`config.mk`:
```
export PLATFORM = sky130hd
export DESIGN_NAME = wb_cmd_master
export DESIGN_NICKNAME = d
export VERILOG_FILES = /design/src/rtl/wb_cmd_master_pkg.sv /design/src/rtl/wb_cmd_master.sv
export SDC_FILE = /design/constraint.sdc
export NUM_CORES = 1
export LEC_CHECK = 0
export CAP_MARGIN = 40
export CORE_MARGIN = 2
export CORE_UTILIZATION = 42
export DETAILED_ROUTE_END_ITERATION = 8
export HOLD_SLACK_MARGIN = 0.02
export PLACE_DENSITY = 0.83
export SLEW_MARGIN = 20
export SYNTH_ARGS = -nofsm -noshare
export SYNTH_HDL_FRONTEND = slang
export SYNTH_SLANG_ARGS = --single-unit
export TNS_END_PERCENT = 5
```
`constraint.sdc`:
```
create_clock -name wb_clk -period 4.29 [get_ports wb_clk]
set_clock_uncertainty 0.1 [all_clocks]
set_input_delay 0.858 -clock wb_clk [delete_from_list [all_inputs] [get_ports wb_clk]]
set_output_delay 0.858 -clock wb_clk [all_outputs]
set_load 0.02 [all_outputs]
```
`src/rtl/wb_cmd_master_pkg.sv`:
```
// Shared types and constants for the Wishbone command master.
package wb_cmd_master_pkg;

    typedef enum logic [1:0] {
        ST_IDLE    = 2'd0,
        ST_BUS     = 2'd1,
        ST_BACKOFF = 2'd2,
        ST_RESP    = 2'd3
    } state_t;

    typedef enum logic [1:0] {
        WB_RSP_OK  = 2'b00,
        WB_RSP_ERR = 2'b01,
        WB_RSP_RTY = 2'b10,
        WB_RSP_TMO = 2'b11
    } rsp_status_t;

    localparam logic [2:0] WB_CTI_CLASSIC = 3'b000;
    localparam logic [1:0] WB_BTE_LINEAR  = 2'b00;

    function automatic int unsigned max_u(input int unsigned a, input int unsigned b);
        return (a > b) ? a : b;
    endfunction

endpackage

```
`src/rtl/wb_cmd_master.sv`:
```
// Wishbone B3 classic single-cycle master: one bus cycle per command, with
// err/rty/timeout handling and a held response on a valid/ready port.
module wb_cmd_master
    import wb_cmd_master_pkg::*;
#(
    parameter int unsigned dw        = 32,
    parameter int unsigned aw        = 32,
    parameter int unsigned TIMEOUT   = 16,
    parameter int unsigned MAX_RETRY = 3,
    parameter int unsigned RETRY_GAP = 4
) (
    input  logic          wb_clk,
    input  logic          wb_rst,
    input  logic          cmd_valid_i,
    output logic          cmd_ready_o,
    input  logic          cmd_we_i,
    input  logic [aw-1:0] cmd_adr_i,
    input  logic [dw-1:0] cmd_dat_i,
    input  logic [3:0]    cmd_sel_i,
    output logic          rsp_valid_o,
    input  logic          rsp_ready_i,
    output logic [dw-1:0] rsp_dat_o,
    output logic [1:0]    rsp_status_o,
    output logic [aw-1:0] wb_adr_o,
    output logic [dw-1:0] wb_dat_o,
    output logic [3:0]    wb_sel_o,
    output logic          wb_we_o,
    output logic          wb_cyc_o,
    output logic          wb_stb_o,
    output logic [2:0]    wb_cti_o,
    output logic [1:0]    wb_bte_o,
    input  logic [dw-1:0] wb_dat_i,
    input  logic          wb_ack_i,
    input  logic          wb_err_i,
    input  logic          wb_rty_i
);

    localparam int unsigned CW = $clog2(max_u(TIMEOUT, RETRY_GAP)) + 1;
    localparam int unsigned RW = $clog2(MAX_RETRY + 1) + 1;
    localparam logic [CW-1:0] TMO_LOAD = CW'(TIMEOUT - 1);
    localparam logic [CW-1:0] GAP_LOAD = CW'(RETRY_GAP - 1);

    state_t        state;
    logic [CW-1:0] cnt;
    logic [RW-1:0] retry_cnt;

    assign wb_cti_o = WB_CTI_CLASSIC;
    assign wb_bte_o = WB_BTE_LINEAR;

    // cnt serves as the timeout counter in BUS and the gap counter in BACKOFF;
    // it is reloaded on every entry to either state.
    always_ff @(posedge wb_clk or posedge wb_rst) begin
        if (wb_rst) begin
            state        <= ST_IDLE;
            cnt          <= '0;
            retry_cnt    <= '0;
            cmd_ready_o  <= 1'b0;
            rsp_valid_o  <= 1'b0;
            rsp_dat_o    <= '0;
            rsp_status_o <= '0;
            wb_adr_o     <= '0;
            wb_dat_o     <= '0;
            wb_sel_o     <= '0;
            wb_we_o      <= 1'b0;
            wb_cyc_o     <= 1'b0;
            wb_stb_o     <= 1'b0;
        end else begin
            case (state)
                ST_IDLE: begin
                    cmd_ready_o <= 1'b1;
                    if (cmd_valid_i && cmd_ready_o) begin
                        cmd_ready_o <= 1'b0;
                        wb_adr_o    <= cmd_adr_i;
                        wb_dat_o    <= cmd_dat_i;
                        wb_sel_o    <= cmd_sel_i;
                        wb_we_o     <= cmd_we_i;
                        wb_cyc_o    <= 1'b1;
                        wb_stb_o    <= 1'b1;
                        retry_cnt   <= '0;
                        cnt         <= TMO_LOAD;
                        state       <= ST_BUS;
                    end
                end
                ST_BUS: begin
                    if (wb_err_i || wb_ack_i || wb_rty_i || cnt == '0) begin
                        wb_cyc_o <= 1'b0;
                        wb_stb_o <= 1'b0;
                    end
                    if (wb_err_i) begin
                        rsp_valid_o  <= 1'b1;
                        rsp_status_o <= WB_RSP_ERR;
                        rsp_dat_o    <= '0;
                        state        <= ST_RESP;
                    end else if (wb_ack_i) begin
                        rsp_valid_o  <= 1'b1;
                        rsp_status_o <= WB_RSP_OK;
                        rsp_dat_o    <= wb_we_o ? '0 : wb_dat_i;
                        state        <= ST_RESP;
                    end else if (wb_rty_i) begin
                        if (retry_cnt < RW'(MAX_RETRY)) begin
                            retry_cnt <= retry_cnt + RW'(1);
                            cnt       <= GAP_LOAD;
                            state     <= ST_BACKOFF;
                        end else begin
                            rsp_valid_o  <= 1'b1;
                            rsp_status_o <= WB_RSP_RTY;
                            rsp_dat_o    <= '0;
                            state        <= ST_RESP;
                        end
                    end else if (cnt == '0) begin
                        rsp_valid_o  <= 1'b1;
                        rsp_status_o <= WB_RSP_TMO;
                        rsp_dat_o    <= '0;
                        state        <= ST_RESP;
                    end else begin
                        cnt <= cnt - CW'(1);
                    end
                end
                ST_BACKOFF: begin
                    if (cnt == '0) begin
                        wb_cyc_o <= 1'b1;
                        wb_stb_o <= 1'b1;
                        cnt      <= TMO_LOAD;
                        state    <= ST_BUS;
                    end else begin
                        cnt <= cnt - CW'(1);
                    end
                end
                ST_RESP: begin
                    if (rsp_ready_i) begin
                        rsp_valid_o <= 1'b0;
                        state       <= ST_IDLE;
                    end
                end
                default: state <= ST_IDLE;
            endcase
        end
    end

endmodule

```
==> flow_summary.ini <==
[clock_tree]
cts_buffer_depth = 2
postCtsHoldBufs = 0
cts_inserted_buffers = 17
cts_sinks = 116
h-tree-depth = 4
postCtsSetupRepairBufs = 0
clkTransAtPathRegs_ns = 0.05
insertion_delay_ns = 0.40
ctsResizeCount = 0
cts_tree = built
root_buffer = clkbuf_16

[global_routing]
antenna_found_initial = 0
gr-total-overflow = 0
grt_pass1_vias = 4185
grt_pass1_wl_um = 21000
grt_max_degree = 63
track_usage = 0.212

[routing]
drt-pass1-iter-count = 4
drt_wl_total_um = 12900
drtAntennaViolNets = 0
drt_iter0_drc = 215
drc_errors = 0
avgViaCountPerCell = 5.24
routedWlPerCell_um = 17.0
num_vias = 3981

[place]
portBuffers = 214
place.gp.congestion = 0.774
dp_hpwl_um = 9330

[finish]
layout_common_cells = clkdlybuf4s50_1 (214), dfrtp_1 (116), mux2_2 (70)
diodes = 0
layout_commonest_cell = clkdlybuf4s50_1
fin_nets = 719
drive_above_1_share = 0.196
area_growth_pct = 58.9

[setup_path]
arrival_ns = 2.77
critical-path-max-stage-delay_ns = 0.65
critical_path_required_ns = 4.45
cp-start-kind = primary input
setup.worst_path.class = primary input to flop
end_kind = flop
cp_max_fo = 35
crit_chain = clkdlybuf4s50_1, nand2b_2, o221ai_2, buf_4, and2_1, a41oi_1
critPathSlowestCell = clkdlybuf4s50_1

[power]
ir_drop_uv = 461
power_frac_seq = 0.309
power_frac_clock = 0.223
p_sw_mw = 2.19
p_int_mw = 3.89
power_density_nw_per_um2 = 785
sw_frac_of_total = 0.360
p_leak_nw = 3.26
comb_power_share = 0.468
power_mw = 6.08

[timing]
finalCritPeriodShare = 0.608
max_freq_ghz = 0.384
slew_violations = 0
period_minus_slack_ns = 2.61
rsz0062_at_grt = no
setup_viol = 0
relSlewSlack = 0.477
tns_ns = 0
worstMarginPinSlew_ns = 0.785
hold_viol = 0

[floorplan]
die_h_um = 112
num_io_pins = 220
rows = 39
die_width_um = 112
die_area_um2 = 12500
initial_utilization = 0.429
coreArea_um2 = 11400

[synth]
avgSynthCellArea_um2 = 12.5
synth-simple-area-share = 0.0990
muxShareOfSynthArea = 0.169
synth-compound-area-share = 0.0880
yosysUniqueCellTypes = 46
synth_fa_ha_area_frac = 0.0154
synthesis.area_um2 = 4880
synth-seq-cells = 116
async_reset_ff_frac = 1.00
synth_edf_count = 0
netlist_instances = 389
synth_flop_cell = dfrtp_1
synth_xor_area_frac = 0
yosysSeqAreaShare = 0.595
synth_top_family_by_area = multiplexers
yosys_warnings = 0

[run_status]
status = finished, final reports clean

[hold_path]
hold_path.class = flop to flop

[run]
drv_cap = 0
==> state kept, by name, summed over array words and instances, names as in the netlist <==
signal	flops
rsp_valid_o	1
cmd_ready_o	1
retry_cnt	3
wb_stb_o	1
wb_we_o	1
rsp_dat_o	32
wb_dat_o	32
state	2
cnt	5
wb_sel_o	4
wb_adr_o	32
rsp_status_o	2
==> through the flow <==
stage	area (µm²)	util	hold WS (ns)	setup slack, ns	std cells
2_1_floorplan	4890	-	0.392	0.260	393
3_3_place_gp	7150	0.629	0.374	1.34	727
3_5_place_dp	7180	0.632	0.388	1.33	729
4_1_cts	7750	0.682	0.399	1.74	760
5_1_grt	7750	0.682	0.409	1.60	760
6_report	7750	0.682	0.394	1.68	760
==> per-layer routing <==
metal / up-vias / global-route usage / share of wire
met5: - / 0 / 0
met4: 0 / 0.0938 / 0.027
met3: 31 / 0.0833 / 0.092
met2: 201 / 0.352 / 0.50
met1: 1947 / 0.244 / 0.38
li1: 1802 / - / -
==> layout make-up <==
| type | count | area [µm²] |
|---|---|---|
| multi-input combinational | 244 | 1860 |
| fill | 828 | 3620 |
| tap | 143 | 179 |
| clock inverter | 10 | 108 |
| clock buffer | 21 | 460 |
| inverter | 5 | 21.3 |
| timing repair buffer | 221 | 2220 |
| sequential | 116 | 2900 |
==> worst paths after layout <==
path	depth (start not counted)	to	slack, ns	start
max	6	cnt[1]	1.68	wb_rty_i
min	1	rsp_status_o[0]	0.39	rsp_status_o[0]
max reg2reg	6	state[0]	1.88	state[1]
min reg2reg	1	rsp_status_o[0]	0.39	rsp_status_o[0]
max in group asynchronous	3	wb_adr_o[4]	2.76	wb_rst
min in group asynchronous	2	wb_dat_o[2]	0.72	wb_rst
==> cell families after synthesis <==
kind of cell             after synthesis
flip-flops                           116
AND/OR/NAND/NOR                       96
multiplexers                          73
AO/OA/AOI/OAI                         64
buffers and inverters                 33
adder cells (fa/ha/maj)                6
other                                  1
==> Yosys cell counts, types with 2 or more instances <==
library cell | n | area (µm²)
a21boi_1 | 2 | 15.0
nand3_1 | 34 | 170
and2_1 | 2 | 12.5
nor4b_1 | 2 | 17.5
ha_1 | 6 | 75.1
o21ai_0 | 3 | 15.0
nor2_1 | 5 | 18.8
a21oi_1 | 3 | 15.0
o21bai_1 | 2 | 15.0
clkbuf_1 | 10 | 37.5
o21a_1 | 2 | 15.0
nand2b_1 | 2 | 12.5
nand2_1 | 40 | 150
a22o_1 | 3 | 26.3
o21ai_1 | 33 | 165
inv_1 | 5 | 18.8
mux2_1 | 3 | 33.8
a2bb2oi_1 | 2 | 17.5
dfrtp_1 | 116 | 2900
o211ai_1 | 2 | 15.0
o221ai_1 | 2 | 17.5
buf_4 | 6 | 45.0
buf_2 | 12 | 60.1
mux2_2 | 70 | 788
==> power groups by stage <==
stage / registers, mW / clock network, mW / logic (mW)
floorplan: 2.41 / 0 / 1.03
global placement: 1.86 / 0 / 2.78
detailed placement: 1.89 / 0 / 2.85
CTS: 1.88 / 1.38 / 2.87
global route: 1.94 / 1.43 / 3.04
finish: 1.88 / 1.35 / 2.85
==> worst max-delay path, delay by kind of cell <==
kind	cells	cell delay, ns
buf+inv	2	1.04
compound gates	2	0.42
simple gates	2	0.44
Note: power is estimated with default switching activity, not from simulation.
